**src/rtl/rx2in_ctl_pkg.sv**
```systemverilog
// ---------------------------------------------------------------------------
// rx2in_ctl_pkg
// Shared definitions for the UART-RX -> CPU INBOX path:
//   - controller FSM state encoding
//   - default buffer sizing
//   - pointer-width helper used by the buffer FIFO
// No ports; imported by rx2in_ctl and rx2in_ctl_fifo.
// ---------------------------------------------------------------------------
package rx2in_ctl_pkg;

  localparam int unsigned RX2IN_DEPTH_DEF      = 16;
  localparam int unsigned RX2IN_RTS_MARGIN_DEF = 4;

  // 2'd3 is unused; the FSM recovers from it to ST_IDLE.
  typedef enum logic [1:0] {
    ST_IDLE   = 2'd0,
    ST_WRITE  = 2'd1,
    ST_SETTLE = 2'd2
  } rx2in_state_e;

  // Read/write pointer width for a FIFO of the given depth (at least 1 bit).
  function automatic int unsigned ptr_width(input int unsigned depth);
    return (depth > 1) ? $clog2(depth) : 1;
  endfunction

endpackage

```
**src/rtl/rx2in_ctl_fifo.sv**
```systemverilog
// ---------------------------------------------------------------------------
// rx2in_ctl_fifo
// Synchronous single-clock FIFO with occupancy count and a registered
// head-data output (loaded on pop). Written generically so it can also sit
// in front of the outbox later.
//
// Ports
//   clk        in   system clock
//   rst        in   synchronous active-high reset (empties the FIFO)
//   push       in   write request; accepted when not full, or when full and
//                   a pop happens in the same cycle
//   push_data  in   [7:0] byte to store
//   pop        in   read request; ignored when empty
//   pop_data   out  [7:0] byte removed by the most recent pop (0 after reset)
//   level      out  [$clog2(DEPTH):0] occupancy, 0..DEPTH
//   full       out  level == DEPTH
//   empty      out  level == 0
// ---------------------------------------------------------------------------
module rx2in_ctl_fifo
  import rx2in_ctl_pkg::*;
#(
  parameter int unsigned DEPTH = RX2IN_DEPTH_DEF
) (
  input  logic                     clk,
  input  logic                     rst,
  input  logic                     push,
  input  logic [7:0]               push_data,
  input  logic                     pop,
  output logic [7:0]               pop_data,
  output logic [$clog2(DEPTH):0]   level,
  output logic                     full,
  output logic                     empty
);

  localparam int unsigned PTR_W = ptr_width(DEPTH);
  localparam int unsigned LVL_W = $clog2(DEPTH) + 1;

  logic [7:0]       mem [DEPTH];
  logic [PTR_W-1:0] wr_ptr;
  logic [PTR_W-1:0] rd_ptr;
  logic             push_ok;
  logic             pop_ok;

  assign full    = (level == LVL_W'(DEPTH));
  assign empty   = (level == '0);
  assign pop_ok  = pop && !empty;
  // When full, a same-cycle pop frees the slot being written: wr_ptr equals
  // rd_ptr, and the non-blocking read below still sees the old byte.
  assign push_ok = push && (!full || pop_ok);

  // Storage is left unreset so it can map onto a register-file/RAM macro.
  always_ff @(posedge clk) begin
    if (push_ok) begin
      mem[wr_ptr] <= push_data;
    end
  end

  // DEPTH is a power of two, so pointers wrap naturally.
  always_ff @(posedge clk) begin
    if (rst) begin
      wr_ptr   <= '0;
      rd_ptr   <= '0;
      level    <= '0;
      pop_data <= '0;
    end else begin
      if (push_ok) begin
        wr_ptr <= wr_ptr + PTR_W'(1);
      end
      if (pop_ok) begin
        rd_ptr   <= rd_ptr + PTR_W'(1);
        pop_data <= mem[rd_ptr];
      end
      case ({push_ok, pop_ok})
        2'b10:   level <= level + LVL_W'(1);
        2'b01:   level <= level - LVL_W'(1);
        default: level <= level;
      endcase
    end
  end

endmodule

```
**src/rtl/rx2in_ctl.sv**
```systemverilog
// ---------------------------------------------------------------------------
// rx2in_ctl
// Moves bytes from the UART receiver into the CPU INBOX. Received bytes are
// buffered in a FIFO so nothing is lost while the INBOX is full; INBOX writes
// are paced to one every three cycles so the INBOX full flag can settle
// between writes. Bytes arriving while the FIFO is full are dropped and
// counted.
//
// Optional feature, macro RX2IN_FLOWCTL_EN:
//   defined   -> o_rts_n port present; registered active-low ready-to-send,
//                high (stop) once free entries fall to RTS_MARGIN or fewer.
//   undefined -> no o_rts_n port and no flow-control logic.
//
// Ports
//   clk         in   system clock
//   i_rst       in   synchronous active-high reset
//   i_rx_wr     in   one-cycle strobe, i_rx_data valid
//   i_rx_data   in   [7:0] received byte
//   i_in_full   in   CPU INBOX full
//   o_in_wr     out  one-cycle INBOX write strobe
//   o_in_data   out  [7:0] byte for the INBOX, valid while o_in_wr=1
//   o_level     out  [$clog2(DEPTH):0] FIFO occupancy, 0..DEPTH
//   o_overflow  out  sticky, a byte was dropped since reset
//   o_drop_cnt  out  [7:0] dropped-byte count, saturates at 255
//   o_rts_n     out  flow control (RX2IN_FLOWCTL_EN only)
//
// FSM states
//   state     | meaning
//   ----------+---------------------------------------------------------
//   ST_IDLE   | waiting for a buffered byte and a non-full INBOX; pops
//             | the FIFO head on the transition to ST_WRITE
//   ST_WRITE  | o_in_wr high for exactly this cycle
//   ST_SETTLE | o_in_wr low; gives the INBOX full flag a cycle to update
// ---------------------------------------------------------------------------
module rx2in_ctl
  import rx2in_ctl_pkg::*;
#(
  parameter int unsigned DEPTH      = RX2IN_DEPTH_DEF,
  parameter int unsigned RTS_MARGIN = RX2IN_RTS_MARGIN_DEF
) (
  input  logic                     clk,
  input  logic                     i_rst,
  input  logic                     i_rx_wr,
  input  logic [7:0]               i_rx_data,
  input  logic                     i_in_full,
  output logic                     o_in_wr,
  output logic [7:0]               o_in_data,
  output logic [$clog2(DEPTH):0]   o_level,
  output logic                     o_overflow,
  output logic [7:0]               o_drop_cnt
`ifdef RX2IN_FLOWCTL_EN
  ,
  output logic                     o_rts_n
`endif
);

  localparam int unsigned LVL_W = $clog2(DEPTH) + 1;

  // Elaboration-time sanity checks on the sizing parameters.
  if ((DEPTH < 2) || ((DEPTH & (DEPTH - 1)) != 0)) begin : g_bad_depth
    $error("rx2in_ctl: DEPTH must be a power of two and at least 2");
  end
  if ((RTS_MARGIN < 1) || (RTS_MARGIN > DEPTH - 1)) begin : g_bad_margin
    $error("rx2in_ctl: RTS_MARGIN must be in 1..DEPTH-1");
  end

  rx2in_state_e state;

  logic fifo_full;
  logic fifo_empty;
  logic pop;
  logic drop;

  // Pop is taken straight from the registered state so the head byte lands
  // in o_in_data on the same edge that raises o_in_wr.
  assign pop  = (state == ST_IDLE) && !fifo_empty && !i_in_full;
  assign drop = i_rx_wr && fifo_full && !pop;

  rx2in_ctl_fifo #(
    .DEPTH (DEPTH)
  ) u_fifo (
    .clk       (clk),
    .rst       (i_rst),
    .push      (i_rx_wr),
    .push_data (i_rx_data),
    .pop       (pop),
    .pop_data  (o_in_data),
    .level     (o_level),
    .full      (fifo_full),
    .empty     (fifo_empty)
  );

  // Once a byte is popped the write is committed: a late rise of i_in_full
  // in WRITE/SETTLE does not cancel it. Only reset abandons it.
  always_ff @(posedge clk) begin
    if (i_rst) begin
      state   <= ST_IDLE;
      o_in_wr <= 1'b0;
    end else begin
      case (state)
        ST_IDLE: begin
          if (pop) begin
            state   <= ST_WRITE;
            o_in_wr <= 1'b1;
          end else begin
            o_in_wr <= 1'b0;
          end
        end
        ST_WRITE: begin
          state   <= ST_SETTLE;
          o_in_wr <= 1'b0;
        end
        ST_SETTLE: begin
          state   <= ST_IDLE;
          o_in_wr <= 1'b0;
        end
        default: begin
          state   <= ST_IDLE;
          o_in_wr <= 1'b0;
        end
      endcase
    end
  end

  always_ff @(posedge clk) begin
    if (i_rst) begin
      o_overflow <= 1'b0;
      o_drop_cnt <= '0;
    end else if (drop) begin
      o_overflow <= 1'b1;
      if (o_drop_cnt != 8'hFF) begin
        o_drop_cnt <= o_drop_cnt + 8'd1;
      end
    end
  end

`ifdef RX2IN_FLOWCTL_EN
  logic [LVL_W-1:0] free_cnt;

  assign free_cnt = LVL_W'(DEPTH) - o_level;

  // Derived from the registered level, so it follows one cycle behind it.
  always_ff @(posedge clk) begin
    if (i_rst) begin
      o_rts_n <= 1'b0;
    end else begin
      o_rts_n <= (free_cnt <= LVL_W'(RTS_MARGIN));
    end
  end
`endif

endmodule

```
**config.mk**
```make
export PLATFORM = sky130hd
export DESIGN_NAME = rx2in_ctl
export DESIGN_NICKNAME = d
export VERILOG_FILES = /design/src/rtl/rx2in_ctl_pkg.sv /design/src/rtl/rx2in_ctl_fifo.sv /design/src/rtl/rx2in_ctl.sv
export SDC_FILE = /design/constraint.sdc
export NUM_CORES = 1
export LEC_CHECK = 0
export ABC_CLOCK_PERIOD_IN_PS = 4300
export CORE_ASPECT_RATIO = 0.7
export CORE_MARGIN = 2
export CORE_UTILIZATION = 59
export DETAILED_ROUTE_END_ITERATION = 7
export HOLD_SLACK_MARGIN = 0.05
export PLACE_DENSITY_LB_ADDON = 0.15
export SYNTH_ARGS = -nofsm -noshare
export SYNTH_HDL_FRONTEND = slang
export SYNTH_HIERARCHICAL = 1
export SYNTH_SLANG_ARGS = --single-unit
```
**constraint.sdc**
```tcl
create_clock -name clk -period 4.3 [get_ports clk]
set_input_delay 0.86 -clock clk [delete_from_list [all_inputs] [get_ports clk]]
set_output_delay 0.86 -clock clk [all_outputs]
set_load 0.01 [all_outputs]
```
==> impl_metrics.yaml, run 1 <==
cells_and_area:
  drive_gt1_frac: 0.150
  antenna_cells: 0
  nNetsFinal: 489
  multi_input_area_mm2: 0.00201
  final_area_mm2: 0.00776
  final-seq-area_mm2: 0.00451
  fillers: 748
  fin_util: 0.705
  area_growth_syn_to_layout_pct: 16.8
synthesis:
  ys_top_cells_by_count: "128 x edfxtp_1, 45 x nor2_1, 36 x mux2i_1, 33 x dfxtp_1"
  yosysUniqueCellTypes: 58
  synth.avg_cell_area_um2: 15.6
  synth_edf_count: 128
  netlist_area_mm2: 0.00664
  synth_most_common_cell: "edfxtp_1"
  synth_top_area_frac: 0.579
  yosys_most_used_dff: "edfxtp_1"
  yosysWarnings: 6
  async_flop_share: 0
  yosysTopAreaCell: "edfxtp_1"
  yosys-top-cells-area: "edfxtp_1 58%, dfxtp_1 9.9%, mux2i_1 5.4%, mux4_2 5.4%, nor2_1 2.5%"
  ys_ff_latch: 161
  netlist_instances: 426
  syn-num-nets: 448
  ys_seq_area_frac: 0.678
route:
  wl_mm: 13.2
  dr.pass1.iters: 4
  wire_per_inst_um: 20.9
  ant_nets: 0
  vias: 3764
  route.detailed.drc: 0
  vias_per_cell: 5.95
  drtIter0Drc: 358
worst_setup_path:
  cp_max_fo: 12
  worstSetupEndpointType: "register"
  crit_chain: "clkdlybuf4s50_1 -> nor4_4 -> o21ai_2 -> nor2_1 -> inv_1 -> fa_1 -> nand2b_1 -> a21oi_1 -> mux2_2 -> a221oi_1"
  required_ns: 4.63
  crit_type: "input port to register"
  cp_top_family: "compound AO/OA/AOI/OAI gates"
  critPathMaxStageDelay_ns: 0.44
  startpoint_type: "input port"
  cp.arrival_ns: 3.68
  cpMaxStageDelayCell: "clkdlybuf4s50_1"
  cp_num_buf_inv: 2
floorplanning:
  die_x_um: 131
  rows: 32
  die_area_mm2: 0.0121
  ios: 35
  core_area_mm2: 0.0110
  start_util: 0.603
  die_y_um: 92.8
global_route:
  grt_util_all_layers: 0.239
  gr-total-overflow: 0
  grt_pass1_vias: 3683
  grt_max_degree: 31
  grt_pass1_wl_mm: 20.5
  antenna_found_initial: 0
placement:
  io_buffers: 34
  gp_congestion: 0.826
  placed_cell_area_mm2: 0.00714
  hpwlAfterDp_mm: 8.60
  place_ws_ns: 0.592
cts:
  clockBufferDepth: 2
  hold_buffers: 0
  path_clk_slew_ns: 0.06
  numCtsBuffers: 17
  root_buffer: "clkbuf_16"
  worstSkewPairLatency_ns: 0.42
  cts_tree: "built"
  cts.sinks: 161
  ctsResizeCount: 0
  post-cts-setup-buffers: 0
  htreeDepth: 4
timing:
  finalSetupViolCount: 0
  slew_viol_final: 0
  rsz0062_at_grt: "false"
  hold_viol_final: 0
  post-route-min-period_ns: 3.35
  fmax_mhz: 298
  relSlewSlack: 0.408
  tightest_slew_ns: 0.885
  final.setup.tns_ns: 0
  finClkSkew_ns: 0.00677
  setup_ws_ns: 0.949
  fin_crit_sh: 0.779
pwr:
  ir_drop_mv: 0.321
  p_per_area_mw_per_mm2: 496
  power_leakage_nw: 2.46
flow_run:
  maxCapViolCount: 0
run_status:
  outcome: "finished, final reports clean"
hold_path:
  holdCritPathClass: "register to register"
where the power goes:
part / switching, W / total, W / internal [W]
clock: 0.000600 / 0.00157 / 0.000972
sequential: 0.0000388 / 0.00178 / 0.00174
combinational: 0.000272 / 0.000503 / 0.000230
total: 0.000911 / 0.00385 / 0.00294
layout by cell type, fill, tap and decap left out, types with 8 or more instances in the layout:
cell type and n:
a22o_1 8, buf_4 9, clkbuf_16 17, clkdlybuf4s50_1 34, dfxtp_1 32, edfxtp_1 128, ha_1 9, mux2i_1 36
mux4_2 16, nand2_1 9, nand2b_1 8, nor2_1 45, nor3_1 13, nor4_1 10, o22ai_1 16
worst register-to-register path, stage by stage, from the launching register on:
cell      delay [ns]
dfxtp_1         0.42
or4_4           0.28
nor2_4          0.07
nor4_4          0.25
o21ai_2         0.23
nor2_1          0.31
inv_1           0.10
fa_1            0.41
nand2b_1        0.17
a21oi_1         0.32
mux2_2          0.39
a221oi_1        0.26
through the flow:
stage          total power (W)  std cells  hold slack [ns]
4_1_cts                0.00388        633            0.482
3_3_place_gp           0.00230        601            0.454
3_5_place_dp           0.00231        601            0.463
6_report               0.00385        633            0.475
5_1_grt                0.00399        633            0.500
2_1_floorplan          0.00215        426            0.460
cell type report:
type,count,area share
clock buffers,19,0.0558
clock inverters,13,0.0239
inverters,7,0.00339
multi-input cells,237,0.259
flip-flops and latches,161,0.581
well taps,153,0.0247
repair buffers,43,0.0526
layer usage:
metal	up-vias	wire, um	GRT usage
met3	18	627	0.0595
met1	1931	6140	0.332
met2	79	6230	0.364
met4	0	218	0.102
li1	1736	-	-
met5	-	0	0
registers in the layout, summed over array words and instances, names as in the netlist:
register         cells
o_in_wr              1
u_fifo/wr_ptr        4
o_overflow           1
state                2
o_drop_cnt           8
u_fifo/level         5
u_fifo/rd_ptr        4
u_fifo/mem         128
u_fifo/pop_data      8
worst paths after layout:
| check | startpoint | to | slack (ns) | cells past startpoint |
|---|---|---|---|---|
| worst max-delay path | i_in_full | u_fifo/level[4] | 0.95 | 10 |
| worst min-delay path | o_overflow | o_overflow | 0.48 | 2 |
| worst max register to register | u_fifo/level[0] | u_fifo/level[4] | 0.98 | 11 |
| worst min register to register | o_overflow | o_overflow | 0.48 | 2 |
kinds of logic (layout without fill, tap and decap cells):
group                      count (synthesis)  in the layout  synth area share
and+or+nand+nor                          113            113            0.0893
xor gates and xnor gates                   9              9            0.0119
muxes                                     57             57             0.120
DFF                                      161            161             0.678
adders and majority gates                 10             10            0.0200
AOI/OAI and AO/OA                         48             48            0.0609
buffers and inverters                     28             82            0.0194
Note: power is estimated with default switching activity, not from simulation.
==> inputs of run 2 (changes only) <==
- ABC_CLOCK_PERIOD_IN_PS: 4300 -> 2900
- CORE_UTILIZATION: 59 -> 54
- clock period: 4.3 -> 2.9 ns (I/O delays scaled with it)
==> run 2 against run 1 <==
Against the previous run:
- global-route usage fell by 3.0 points
- final cell count rose by 3.9%
- flip-flop and latch count did not move
- first-iteration DRC count fell by 6.7%
- worst hold slack improved by 0.010 ns
- wire length fell by 2.3%
- clock power rose by 34%
- sequential power rose by 48%
- total power rose by 44%
- critical path type is now register to register
==> impl_metrics.yaml, run 2 (synthesis results as in run 1) <==
cells_and_area:
  final_common_cell: "edfxtp_1"
  drive_gt1_frac: 0.198
  largest_reg_flops: 128
  antenna_cells: 0
  final_cell_mix: "128 x edfxtp_1, 44 x nor2_1, 36 x mux2i_1, 34 x clkdlybuf4s50_1"
  final_area_mm2: 0.00793
  nNetsFinal: 510
  fillers: 802
  fin_util: 0.670
  multi_input_area_mm2: 0.00205
  final-seq-area_mm2: 0.00452
  largest-register: "u_fifo/mem"
  top_regs: "u_fifo/mem x128, o_drop_cnt x8, u_fifo/pop_data x8"
  area_growth_syn_to_layout_pct: 19.5
global_route:
  antenna_found_initial: 0
  gr-total-overflow: 0
  grt_max_degree: 39
  grt_pass1_vias: 3606
  grt_util_all_layers: 0.209
  grt_pass1_wl_mm: 20.1
cts:
  cts_tree: "built"
  path_clk_slew_ns: 0.06
  hold_buffers: 0
  ctsResizeCount: 0
  numCtsBuffers: 17
  htreeDepth: 4
  cts.sinks: 161
  worstSkewPairLatency_ns: 0.42
  clockBufferDepth: 2
  post-cts-setup-buffers: 0
  root_buffer: "clkbuf_16"
worst_setup_path:
  rrSetupSlack_ns: 0.11
  cp_top_family: "simple AND/OR/NAND/NOR gates"
  crit_chain: "or4_4 -> nor2_4 -> nor4_4 -> o21ai_2 -> nor2_4 -> buf_4 -> ha_1 -> nand2b_4 -> a21oi_4 -> mux2_4 -> a221oi_2"
  r2r-end: "u_fifo/level[4]"
  required_ns: 3.23
  worstRegToRegCells: 11
  crit_type: "register to register"
  reg2reg_from: "u_fifo/level[3]"
  cpMaxStageDelayCell: "or4_4"
  worst_path_most_repeated_cell: "nor2_4"
  startpoint_type: "register"
  cp.arrival_ns: 3.12
  cp_max_fo: 5
  critPathMaxStageDelay_ns: 0.59
  worstSetupEndpointType: "register"
  cp_num_buf_inv: 1
hold_path:
  hold_end: "state[1]"
  holdPathStages: 1
  holdCritPathClass: "register to register"
  min-delay-start: "state[1]"
timing:
  tightest_slew_ns: 0.702
  post-route-min-period_ns: 2.79
  whs_ns: 0.485
  hold_viol_final: 0
  slew_viol_final: 0
  finClkSkew_ns: 0.0119
  finalSetupViolCount: 0
  fin_crit_sh: 0.962
  fmax_mhz: 358
  rsz0062_at_grt: "false"
  relSlewSlack: 0.528
route:
  ant_nets: 0
  wire_per_inst_um: 19.6
  route.detailed.drc: 0
  drtIter0Drc: 334
  dr.pass1.iters: 4
  wl_mm: 12.9
  vias: 3809
  vias_per_cell: 5.79
placement:
  gp_congestion: 0.788
  io_buffers: 34
  hpwlAfterDp_mm: 8.57
  placed_cell_area_mm2: 0.00738
run_status:
  outcome: "finished, final reports clean"
floorplanning:
  core_area_mm2: 0.0119
  ios: 35
  die_x_um: 137
  die_area_mm2: 0.0132
  rows: 33
  die_y_um: 96.8
  start_util: 0.560
pwr:
  ir_drop_mv: 0.496
  p_sw_frac: 0.241
  power_leakage_nw: 2.57
  p_int_w: 0.00421
  p_clk_frac: 0.380
  p_sw_w: 0.00134
  seqPwrFrac: 0.475
  p_per_area_mw_per_mm2: 699
  combinationalPowerShare: 0.145
flow_run:
  maxCapViolCount: 0
==> run 2: cell count changes in the layout (fill, tap and decap cells not counted), moves of 2 or more <==
cell,previous run,this run
buf_4,9,28
dfxtp_1,32,28
dfxtp_4,0,4
clkinv_1,1,4
buf_12,0,2
bufinv_16,4,2
==> run 2: worst reg2reg max path, cell delays in order (launching register included) <==
cell      delay (ns)
dfxtp_4         0.36
or4_4           0.59
nor2_4          0.19
nor4_4          0.06
o21ai_2         0.09
nor2_4          0.07
buf_4           0.14
ha_1            0.38
nand2b_4        0.08
a21oi_4         0.21
mux2_4          0.33
a221oi_2        0.21
==> run 2: metrics by stage <==
stage               power (W)  worst slack [ns]  cells  TNS (ns)
finish                0.00555             0.109    658         0
global route          0.00576            0.0469    658         0
CTS                   0.00559             0.127    658         0
floorplan             0.00322            -0.196    426    -0.196
detailed placement    0.00349           -0.0484    626   -0.0484
global placement      0.00347            0.0349    626         0
==> run 2: worst max-delay path by stage <==
| stage | endpoint | start | cells after the start | slack (ns) |
|---|---|---|---|---|
| final | u_fifo/level[4] | u_fifo/level[3] | 11 | 0.11 |
| after global routing | u_fifo/level[4] | u_fifo/level[3] | 11 | 0.05 |
| after CTS | u_fifo/level[4] | u_fifo/level[3] | 11 | 0.13 |
| after detailed placement | u_fifo/level[4] | i_in_full | 10 | -0.05 |
| after global placement | u_fifo/level[4] | i_in_full | 10 | 0.03 |
| after floorplan | u_fifo/level[4] | u_fifo/level[3] | 13 | -0.20 |
==> run 2: per-layer routing <==
| layer | vias up | wire, um | track usage |
|---|---|---|---|
| met5 | - | 0 | 0 |
| met4 | 0 | 234 | 0.0697 |
| met3 | 18 | 916 | 0.0603 |
| met2 | 123 | 5630 | 0.283 |
| met1 | 1891 | 6130 | 0.324 |
| li1 | 1777 | - | - |
==> run 2: final cells by class <==
class | instances | share of cell area
Timing Repair Buffer | 64 | 0.0744
Sequential cell | 161 | 0.570
Multi-Input combinational cell | 237 | 0.258
Tap cell | 157 | 0.0248
Clock buffer | 20 | 0.0550
Inverter | 7 | 0.00331
Clock inverter | 12 | 0.0147
==> run 2: power groups by stage <==
stage | clock, W | sequential [W] | combinational (W)
3_5_place_dp | 0 | 0.00268 | 0.000803
6_report | 0.00211 | 0.00263 | 0.000804
2_1_floorplan | 0 | 0.00269 | 0.000529
4_1_cts | 0.00215 | 0.00263 | 0.000808
5_1_grt | 0.00225 | 0.00264 | 0.000869
3_3_place_gp | 0 | 0.00268 | 0.000791
==> variant 1, RTL diff (config.mk and constraints of run 2) <==
The 3 states of `rx2in_state_e` get a one-hot encoding in 3 bits.
--- a/src/rtl/rx2in_ctl_pkg.sv
+++ b/src/rtl/rx2in_ctl_pkg.sv
@@ -13,8 +13,8 @@
 
   // 2'd3 is unused; the FSM recovers from it to ST_IDLE.
-  typedef enum logic [1:0] {
-    ST_IDLE   = 2'd0,
-    ST_WRITE  = 2'd1,
-    ST_SETTLE = 2'd2
+  typedef enum logic [2:0] {
+    ST_IDLE   = 3'b001,
+    ST_WRITE  = 3'b010,
+    ST_SETTLE = 3'b100
   } rx2in_state_e;
 
Function: no difference found for any inputs over 10 cycles, from zero or initial values and one cycle with i_rst high; not proved beyond that.
==> variant 1 against run 2 <==
Sequential cell count up 1; worst setup slack better by 0.042 ns; combinational power up 2%; maximum frequency up 1.5%; clock skew down 0.0011 ns; highest routed layer unchanged; area after synthesis up 0.57%; non-clock buffer count up 10; power up 1.4%; cell area up 1.9%; sequential share of layout area down 0.82 points; routed wire length up 5.2%; critical path depth up 1.
==> variant 1: results <==
export IMPL_buffer_area_share_pct=8.08
export IMPL_synthMuxAreaShare_pct=12.0
export IMPL_whs_endpoint="o_overflow$_SDFFE_PP0P_"
export IMPL_rr_worst_depth=12
export IMPL_grt_pass1_vias=3847
export IMPL_syn_nets=457
export IMPL_num_nonclk_inverters=9
export IMPL_synthAdderAreaFrac_pct=1.99
export IMPL_timing_hold_ws_ns=0.447
export IMPL_signal_buffers=74
export IMPL_fillers=819
export IMPL_drive_gt1_share_pct=21.6
export IMPL_grt_usage_pct=21.9
export IMPL_grt_start_max_net_pins=22
export IMPL_ys_top_cells_by_count="edfxtp_1 (128), nor2_1 (39), mux2i_1 (36)"
export IMPL_multi_input_cells=242
export IMPL_hpwl_microns=9100
export IMPL_multi_input_area_share_pct=25.6
export IMPL_hp_start="o_overflow$_SDFFE_PP0P_"
export IMPL_place_inst=643
export IMPL_finalWirelength_microns=13600
export IMPL_finClkSkew_ns=0.0109
export IMPL_synth_cell_types=60
export IMPL_register_area_sq_mm=0.00454
export IMPL_status="finished, final reports clean"
export IMPL_critical_path_max_fanout=6
export IMPL_slew_headroom_pct=52.2
export IMPL_synthCells=435
export IMPL_min_path_cells=2
export IMPL_period_needed_ns=2.75
export IMPL_seq_cell_share_pct=56.2
export IMPL_ys_ff_latch=162
export IMPL_dpl_worst_slack_ns=-0.155
export IMPL_reg2reg_slack_ns=0.15
export IMPL_ir_drop_mv=0.427
export IMPL_synth_compound_area_share_pct=6.52
export IMPL_gp_congestion=0.859
export IMPL_grt_pass1_wl_microns=21300
export IMPL_clk_share_pct=7.29
export IMPL_p_leak_uw=0.00263
export IMPL_place_area_sq_mm=0.00748
[variant 1: cell count changes in the layout (fill, tap and decap cells not counted), sizes merged, moves of 3 or more]
cell           run 2  this run
a21oi              5        10
inv                8        12
xnor2              5         2
buf               30        40
clkbuf            20        24
o31ai              0         3
nor2              46        40
or4                1         5
[variant 1: routing by layer]
layer	wire length, microns	vias up	track usage, %
met5	0	-	0
met4	97	0	6.11
met3	762	12	5.69
met2	6110	110	30.3
met1	6620	1961	34.3
li1	-	1842	-
[variant 1: where the power goes]
part           internal (uW)  total [uW]  switching [uW]
Clock                   1280        2160             874
Combinational            398         824             426
Sequential              2590        2650            52.9
Total                   4270        5630            1350
[variant 1: cell families (layout without fill, tap and decap cells)]
logic type / after synthesis / after routing
xor+xnor: 6 / 6
buf+inv: 31 / 115
fa+ha+maj: 10 / 10
compound gates: 57 / 57
mux: 57 / 57
flops: 162 / 162
simple gates: 112 / 112
[variant 1: repair_timing]
item,CTS,global route
endpoints found under the setup margin,0,1
gates resized for setup,0,2
setup buffers,0,1
==> variant 2, RTL diff (config.mk and constraints of run 2) <==
Without the edit above. `RX2IN_DEPTH_DEF`: 16 -> 32.
--- a/src/rtl/rx2in_ctl_pkg.sv
+++ b/src/rtl/rx2in_ctl_pkg.sv
@@ -9,5 +9,5 @@
 package rx2in_ctl_pkg;
 
-  localparam int unsigned RX2IN_DEPTH_DEF      = 16;
+  localparam int unsigned RX2IN_DEPTH_DEF      = 32;
   localparam int unsigned RX2IN_RTS_MARGIN_DEF = 4;
 
Interface: changed (resized o_level); port bits go from 35 to 36. The function was not compared with the original's and may differ.
==> variant 2 against run 2 <==
First-iteration DRC count increased by 120%; routed wire length increased by 92%; largest cell class unchanged; power increased by 91%; cell area increased by 73%; highest routed layer unchanged; critical endpoint is now u_fifo/mem[8][2]$_DFFE_PP_; largest power group unchanged; area after synthesis increased by 76%; sequential cell count increased by 131; die area increased by 73%; maximum frequency decreased by 0.15%; worst setup slack got worse by 0.0043 ns.
==> variant 2: results <==
export IMPL_port_buffers=35
export IMPL_synthMuxAreaShare_pct=13.0
export IMPL_ctsHtreeMaxLevel=1
export IMPL_first_iter_violations=738
export IMPL_post_route_util_pct=65.6
export IMPL_gp_congestion=0.826
export IMPL_p_leak_uw=0.00446
export IMPL_nets=799
export IMPL_syn_nets=699
export IMPL_min_path_cells=2
export IMPL_internal_power_uw=7950
export IMPL_cts_buffers=27
export IMPL_buffer_area_share_pct=6.78
export IMPL_instances_no_fill=1071
export IMPL_synth_edf_count=256
export IMPL_hp_start="o_overflow$_SDFFE_PP0P_"
export IMPL_finClkSkew_ns=0.0148
export IMPL_hpwl_microns=16000
export IMPL_clk_share_pct=6.54
export IMPL_finalWirelength_microns=24800
export IMPL_period_needed_ns=2.79
export IMPL_viasPerCell=5.99
export IMPL_clk_latency_ns=0.52
export IMPL_status="finished, final reports clean"
export IMPL_place_inst=1023
export IMPL_syn_area_per_cell_sq_um=17.3
export IMPL_endpoint="u_fifo/mem[8][2]$_DFFE_PP_"
export IMPL_signal_buffers=106
export IMPL_synth_compound_area_share_pct=6.18
export IMPL_ir_drop_mv=0.470
export IMPL_grt_pass1_wl_microns=38200
export IMPL_cts_sinks=292
export IMPL_synth_cell_types=57
export IMPL_whs_endpoint="o_overflow$_SDFFE_PP0P_"
export IMPL_multi_input_area_sq_mm=0.00313
export IMPL_multi_input_cells=339
export IMPL_num_nonclk_inverters=10
export IMPL_timing_hold_ws_ns=0.475
export IMPL_die_area_sq_mm=0.0228
export IMPL_place_area_sq_mm=0.0128
export IMPL_dpl_worst_slack_ns=-0.109
export IMPL_rr_worst_depth=8
-- variant 2: power groups by stage --
stage | clock [uW] | combinational, uW | sequential [uW]
2_1_floorplan | 0 | 1420 | 4880
3_3_place_gp | 0 | 2050 | 4940
3_5_place_dp | 0 | 2100 | 4950
4_1_cts | 3650 | 2110 | 4860
5_1_grt | 3830 | 2300 | 4870
6_report | 3590 | 2140 | 4860
-- variant 2: layer usage --
metal | up-vias | GRT usage (%) | wire length, microns
li1 | 2887 | - | -
met1 | 3268 | 33.3 | 10900
met2 | 230 | 35.1 | 11700
met3 | 35 | 2.79 | 1680
met4 | 0 | 5.12 | 447
met5 | - | 0 | 0
-- variant 2: timing repair --
action | 4_1_cts | 5_1_grt
endpoints found under the setup margin | 0 | 183
hold endpoints to repair | 0 | 0
gates resized for setup | 0 | 6
